$ cat config.mk
export PLATFORM = sky130hd
export DESIGN_NAME = transaction_control
export DESIGN_NICKNAME = d
export VERILOG_FILES = /design/src/rtl/transaction_control.sv
export SDC_FILE = /design/constraint.sdc
export NUM_CORES = 1
export LEC_CHECK = 0
export CAP_MARGIN = 10
export CORE_UTILIZATION = 45
export DETAILED_ROUTE_END_ITERATION = 8
export PLACE_DENSITY = 0.74
export SETUP_SLACK_MARGIN = 0.4
export SYNTH_ARGS = -nofsm -noshare
export SYNTH_HDL_FRONTEND = slang
export SYNTH_SLANG_ARGS = --single-unit
$ cat constraint.sdc
create_clock -name clock -period 2 [get_ports clock]
set_clock_uncertainty 0.2 [all_clocks]
set_input_delay 0.2 -clock clock [delete_from_list [all_inputs] [get_ports clock]]
set_output_delay 0.2 -clock clock [all_outputs]
set_load 0.03 [all_outputs]
$ cat src/rtl/transaction_control.sv
// Purpose : sequences one account transaction (fetch, load, amount check, key check, commit, report).
// Latency : with done_step held high, mem_write rises 4 edges and txn_ok 5 edges after the start-sampling edge.
// Backpressure: none; start is ignored while busy, and CHK_AMT/CHK_KEY stall until done_step, a timeout or abort.
//
// Ports:
//   clock, resetn             - single rising-edge clock, synchronous active-low reset
//   start, abort, done_step   - request, cancel, datapath verification result
//   mem_read, mem_write       - memory fetch / write-back strobes
//   load_register/player/amount/key - datapath latch strobes (all together in LOAD)
//   process[2:0]              - datapath step select (001 amount, 010 key, 100 commit)
//   busy, txn_ok, txn_fail, fail_code[1:0] - status; fail_code 01 amount, 10 key timeout, 11 abort
//
// Build option: define TXN_TIMEOUT_EN to make CHK_KEY give up after KEY_TIMEOUT cycles;
// without it CHK_KEY waits until done_step, abort or reset.

module transaction_control #(
    parameter int AMT_WAIT    = 2,    // 1..15
    parameter int KEY_TIMEOUT = 255   // 1..255
) (
    input  logic       clock,
    input  logic       resetn,
    input  logic       start,
    input  logic       abort,
    input  logic       done_step,
    output logic       mem_read,
    output logic       load_register,
    output logic       load_player,
    output logic       load_amount,
    output logic       load_key,
    output logic [2:0] process,
    output logic       mem_write,
    output logic       busy,
    output logic       txn_ok,
    output logic       txn_fail,
    output logic [1:0] fail_code
);

    typedef enum logic [2:0] {
        S_IDLE    = 3'd0,
        S_FETCH   = 3'd1,
        S_LOAD    = 3'd2,
        S_CHK_AMT = 3'd3,
        S_CHK_KEY = 3'd4,
        S_COMMIT  = 3'd5,
        S_REPORT  = 3'd6
    } state_t;

    localparam logic [1:0] FC_NONE  = 2'b00;
    localparam logic [1:0] FC_AMT   = 2'b01;
    localparam logic [1:0] FC_KEY   = 2'b10;
    localparam logic [1:0] FC_ABORT = 2'b11;

    // The counter holds the number of cycles already spent in the current
    // check state, so the N-th cycle is the one where it equals N-1.
    localparam logic [7:0] AMT_LAST = 8'(AMT_WAIT - 1);
    localparam logic [7:0] KEY_LAST = 8'(KEY_TIMEOUT - 1);

`ifdef TXN_TIMEOUT_EN
    localparam logic KEY_TO_EN = 1'b1;
`else
    localparam logic KEY_TO_EN = 1'b0;
`endif

    state_t     r_state;
    state_t     w_state_nxt;
    logic [7:0] r_cnt;
    logic [7:0] w_cnt_nxt;
    logic [7:0] w_cnt_inc;
    logic [1:0] r_fail_code;
    logic [1:0] w_fail_code_nxt;

    // Saturating increment: the counter sticks at 255 instead of wrapping.
    assign w_cnt_inc = (r_cnt == 8'hFF) ? r_cnt : r_cnt + 8'd1;

    always_ff @(posedge clock) begin
        if (!resetn) begin
            r_state     <= S_IDLE;
            r_cnt       <= 8'd0;
            r_fail_code <= FC_NONE;
        end else begin
            r_state     <= w_state_nxt;
            r_cnt       <= w_cnt_nxt;
            r_fail_code <= w_fail_code_nxt;
        end
    end

    // Next-state logic. Abort is tested first in every abortable state so it
    // wins over done_step and any timeout in the same cycle.
    always_comb begin
        w_state_nxt     = r_state;
        w_cnt_nxt       = r_cnt;
        w_fail_code_nxt = r_fail_code;
        case (r_state)
            S_IDLE: begin
                if (start) begin
                    w_state_nxt     = S_FETCH;
                    w_cnt_nxt       = 8'd0;
                    w_fail_code_nxt = FC_NONE;
                end
            end
            S_FETCH: begin
                if (abort) begin
                    w_state_nxt     = S_REPORT;
                    w_fail_code_nxt = FC_ABORT;
                end else begin
                    w_state_nxt = S_LOAD;
                end
            end
            S_LOAD: begin
                if (abort) begin
                    w_state_nxt     = S_REPORT;
                    w_fail_code_nxt = FC_ABORT;
                end else begin
                    w_state_nxt = S_CHK_AMT;
                    w_cnt_nxt   = 8'd0;
                end
            end
            S_CHK_AMT: begin
                if (abort) begin
                    w_state_nxt     = S_REPORT;
                    w_fail_code_nxt = FC_ABORT;
                end else if (done_step) begin
                    w_state_nxt = S_CHK_KEY;
                    w_cnt_nxt   = 8'd0;
                end else if (r_cnt >= AMT_LAST) begin
                    w_state_nxt     = S_REPORT;
                    w_fail_code_nxt = FC_AMT;
                end else begin
                    w_cnt_nxt = w_cnt_inc;
                end
            end
            S_CHK_KEY: begin
                if (abort) begin
                    w_state_nxt     = S_REPORT;
                    w_fail_code_nxt = FC_ABORT;
                end else if (done_step) begin
                    w_state_nxt = S_COMMIT;
                end else if (KEY_TO_EN && (r_cnt >= KEY_LAST)) begin
                    w_state_nxt     = S_REPORT;
                    w_fail_code_nxt = FC_KEY;
                end else begin
                    w_cnt_nxt = w_cnt_inc;
                end
            end
            S_COMMIT: begin
                // The write always completes; abort is not looked at here.
                w_state_nxt     = S_REPORT;
                w_fail_code_nxt = FC_NONE;
            end
            S_REPORT: begin
                w_state_nxt = S_IDLE;
            end
            default: begin
                w_state_nxt = S_IDLE;
            end
        endcase
    end

    // Moore outputs: decoded only from registered state (and the registered
    // fail code, which is stable for the whole REPORT cycle).
    always_comb begin
        mem_read      = 1'b0;
        load_register = 1'b0;
        load_player   = 1'b0;
        load_amount   = 1'b0;
        load_key      = 1'b0;
        process       = 3'b000;
        mem_write     = 1'b0;
        busy          = (r_state != S_IDLE);
        txn_ok        = 1'b0;
        txn_fail      = 1'b0;
        case (r_state)
            S_FETCH:   mem_read = 1'b1;
            S_LOAD: begin
                load_register = 1'b1;
                load_player   = 1'b1;
                load_amount   = 1'b1;
                load_key      = 1'b1;
            end
            S_CHK_AMT: process = 3'b001;
            S_CHK_KEY: process = 3'b010;
            S_COMMIT: begin
                process   = 3'b100;
                mem_write = 1'b1;
            end
            S_REPORT: begin
                txn_ok   = (r_fail_code == FC_NONE);
                txn_fail = (r_fail_code != FC_NONE);
            end
            default: ;
        endcase
    end

    assign fail_code = r_fail_code;

endmodule
# Word level (Yosys, flattened, before mapping)
# Cells that the tools add are included.
# Widths: inputs -> output; s select.
dict set report op_classes {
  add_sub_neg 1
  n_lt_le_gt_ge 1
  n_eq_ne 18
  mux 30
  reduce_logical 10
}
# op n
set ops {}
lappend ops {{$mux 8} 8}
lappend ops {{$pmux 8 s4} 1}
lappend ops {{$mux 3} 8}
lappend ops {{$pmux 3 s6} 1}
lappend ops {{$ne 3x3->1 const B} 4}
lappend ops {{$mux 2} 5}
lappend ops {{$ne 2x2->1 const B} 5}
lappend ops {{$eq 3x3->1 const B} 3}
lappend ops {{$pmux 3 s3} 1}
lappend ops {{$add 8x1->8 const B} 1}
lappend ops {{$eq 8x8->1 const B} 1}
lappend ops {{$ge 8x1->1 const B} 1}
lappend ops {{$pmux 2 s4} 1}
lappend ops {{$reduce_bool 4->1} 2}
lappend ops {{$reduce_and 7->1} 1}
lappend ops {{$eq 3x2->1 const B} 2}
lappend ops {{$mux 1} 5}
lappend ops {{$reduce_and 5->1} 1}
lappend ops {{$ne 4x4->1 const B} 1}
lappend ops {{$eq 3x1->1 const B} 1}
lappend ops {{$logic_not 3->1} 1}
lappend ops {{$reduce_and 3->1} 1}
lappend ops {{$reduce_bool 3->1} 1}
lappend ops {{$reduce_or 3->1} 1}
lappend ops {{other kinds (3)} 3}
dict set report totals {
  regBits 13
  inputBits 5
}

# Depth between registers and ports, before layout
dict set report logic_depth {
  depth_word 6
  depth_mapped 8
}

# Worst setup path after synthesis
# OpenSTA, ideal clock, no wires.
dict set report synth_timing {
  kind {reg2reg}
  startpoint {register r_state[1]}
  endpoint {register r_cnt[2]}
  arrival_ps 1790
  required_ps 1730
  path_slack_ps -60
  path_stages_with_launch 8
  n_path_buf 2
  cell_sequence {dfxtp_1 buf_2 nor3b_2 and2_1 o211ai_2 buf_6 or3_1 a21oi_1}
}
dict set report synth_via {
  elab_chain_cells 3
  word_cells_on_any_way 13
}
# item line
set synth_lines {}
lappend synth_lines {{start, declared} 64} ;# state_t r_state;
lappend synth_lines {{start signal, assigned} 81} ;# r_state <= w_state_nxt;
lappend synth_lines {{$eq 3x2->1 (tied with other cells)} 93} ;# case (r_state)
lappend synth_lines {{$ne 3x3->1 (no line) (tied with other cells)} -}
lappend synth_lines {{$reduce_and 7->1 (no line)} -}
lappend synth_lines {{end signal, assigned} 82} ;# r_cnt <= w_cnt_nxt;
lappend synth_lines {{end, declared} 66} ;# logic [7:0] r_cnt;
# Several ways; a longest one is shown, not always the timed one.
# A chain may end at the register's enable or synchronous reset.

# Worst setup path in the final report
dict set report layout_timing {
  startpoint {register r_cnt[1]}
  endpoint {register r_cnt[5]}
}
dict set report layout_via {
  elab_chain_cells 6
  word_cells_on_any_way 12
}
# item line
set layout_lines {}
lappend layout_lines {{$add 8x1->8 or $eq 8x8->1 (tied branches)} 73} ;# assign w_cnt_inc = (r_cnt == 8'hFF) ? r_cnt : r_cnt + 8'd1;
lappend layout_lines {{$mux 8} 73}
lappend layout_lines {{$mux 8} 125} ;# end else if (r_cnt >= AMT_LAST) begin
lappend layout_lines {{$mux 8} 122} ;# end else if (done_step) begin
lappend layout_lines {{$mux 8} 119} ;# if (abort) begin
lappend layout_lines {{$pmux 8 s4} 93}
# Several ways; a longest one is shown, not always the timed one. The select of a mux whose other input is x is not followed.

==> run summary <==
fin crit share: 0.981
XOR/XNOR share of the synthesized area: 0.00925
CP max FO: 6
main flop type after synthesis: dfxtp_1
max_cap viols: 0
Slew Viols, Final: 0
GR peak layer: met1
first-pass GRT wire length: 4260 um
final worst path period need: 1.96 ns
switching part of the total: 0.441
Worst-Skew Late Latency: 0.30 ns
core box area: 0.00196 mm2
pwr/cell area: 885 mW/mm2
WP data arrival: 2.00 ns
die width: 47.9 um
Adder-Cell Fraction of Synth Area: 0.0396
most common cell in the synthesized netlist: dfxtp_1
TritonCTS clock tree: built
nets@finish: 174
Post-Synthesis Cell Area: 947 um2
vias: 1124
DRT iter0 DRCs: 55
Root Driver: clkbuf_4
total CTS buffers: 3
dpl cells: 175
Post-synth top cells: 13 x dfxtp_1, 11 x a21oi_1, 8 x inv_1, 8 x nand2_1, 8 x o21ai_0
post-route insts no fill: 192
number of global-route vias before repair: 949
Avg Cell Area, Syn: 7.52 um2
Starting Density: 0.483
mux share of post-synthesis cell area: 0
Vias per Instance: 5.85
GPL Wtd Cong: 0.862
Seq pwr share: 0.276
setup ws final: 0.0386 ns
GR Layer Usage met1: 0.399
nature of the critical path startpoint: flip-flop
critical path type: reg2reg
dpl hpwl: 1830 um
WL per Instance: 16.4 um
largest area contributor in the netlist: dfxtp_1
Clock power frac: 0.139
antenna cells: 0
DRT antenna net count: 0
Layout fillers: 141
worst hold path type: reg2reg
share of cells above drive strength 1: 0.473
largest family of logic cells by synthesized area: simple AND/OR/NAND/NOR gates
outcome: finished clean
GRT Overall Usage: 0.270
global route overflow: 0
Ports: 19
Place WS: -0.0199 ns
switching power: 584 uW
# setup viols final: 0
die height: 47.9 um
CP Data Required Time: 2.04 ns
compound-gate portion of the synthesized area: 0.239
met2 usage: 0.386
Slew HR: 0.710
Net Count, Synth: 134
top post-synthesis cells by area: dfxtp_1 27%, a21oi_1 5.8%, or3_1 4.6%, o21ai_0 4.2%, ha_1 4.0%
Post-CTS Hold Buffers: 0
Cell Rows: 16
fmax: 510 MHz
GR Util met3: 0.0566
register area: 277 um2
Synth Area in Simple Gates: 0.343
final core utilization: 0.763
Final Instance Area: 0.00150 mm2
Syn Inst Count: 126
Clock transition at path regs: 0.09 ns
clock sinks: 13
post-synth top area share: 0.275
Post-synth EDFFs: 0
Comb pwr share: 0.585
RSZ-0062 raised after global routing: true
DR pass1 iterations: 4
Fin. Hold Viols: 0
setup TNS: 0 ns
largest net degree at the start of global routing: 14
number of synthesized register bits: 13
antenna violations before repair: 0
Die Area: 0.00229 mm2
Seq/Total Area, Yosys: 0.275
post-placement cell area: 0.00124 mm2
multi-input logic area: 747 um2
Yosys cell types: 39
Least-Margin Pin Slew: 0.430 ns
clk buf depth: 2
static leakage: 0.000585 uW
Crit. End Element: flip-flop
Port Buffers: 18
warnings from Yosys: 0
detailed-route DRC error count: 0
CTS HTree Levels: 1
total wire length: 3160 um
worst vdd ir: 793 uV
Area Overhead vs Synth: 58.0%
FFs w/ async S/R, synth: 0
Pint: 740 uW
## power by group through the flow
stage,Clock [uW],Combinational [uW],Sequential [uW]
5_1_grt,192,822,371
2_1_floorplan,0,443,360
3_5_place_dp,0,598,370
4_1_cts,176,640,372
3_3_place_gp,0,582,366
6_report,185,774,365
## timing repair
action | in CTS | in global routing
pin swaps | 10 | 9
setup buffers | 5 | 7
cloned | 1 | 0
resized for setup | 28 | 33
endpoints found under the setup margin | 26 | 26
## critical path: stages (launching register included)
cell,delay (ns)
dfxtp_2,0.35
inv_2,0.05
ha_4,0.16
nor4b_4,0.32
a211o_2,0.24
o211ai_4,0.11
or3_4,0.35
a21oi_2,0.12
## kinds of logic after synthesis
logic type	count (synthesis)
xor gates and xnor gates	1
AOI/OAI and AO/OA	36
buffers and inverters	18
adders and majority gates	3
DFF	13
and+or+nand+nor	55
## cell usage in the layout, fill, tap and decap left out, drive strengths merged, types with 4 or more instances in the layout
cell type,instances
nand3,6
nor2,7
or3,7
clkbuf,8
nand2,8
o21ai,13
buf,34
inv,8
clkdlybuf4s50,4
dfxtp,13
a21oi,11
nor3,4
## sequential cells by signal (all words and copies together), names as in the netlist
| name | flops |
|---|---|
| r_cnt | 8 |
| r_state | 3 |
| fail_code | 2 |
## final cells by class
type,count,area share
Timing Repair Buffer,44,0.256
Tap cell,27,0.0226
Multi-Input combinational cell,96,0.499
Inverter,8,0.0201
Clock buffer,4,0.0176
Sequential cell,13,0.185
## stage by stage
stage          power, uW  hold WS, ns
3_3_place_gp         948        0.314
4_1_cts             1190        0.329
3_5_place_dp         968        0.322
5_1_grt             1390        0.386
6_report            1320        0.338
2_1_floorplan        803        0.118
## worst paths after layout
kind | startpoint | to | slack [ns] | cells past startpoint
worst min-delay path | fail_code[1] | fail_code[1] | 0.34 | 2
worst max register to register | r_cnt[1] | r_cnt[5] | 0.04 | 7
worst min register to register | fail_code[1] | fail_code[1] | 0.34 | 2
worst max-delay path | r_cnt[1] | r_cnt[5] | 0.04 | 7
## metal layers
layer | routed length, um | vias up
met4 | 43 | 0
met2 | 1470 | 48
met3 | 207 | 7
met1 | 1430 | 529
met5 | 0 | -
li1 | - | 540
(Power assumes the default switching activity.)
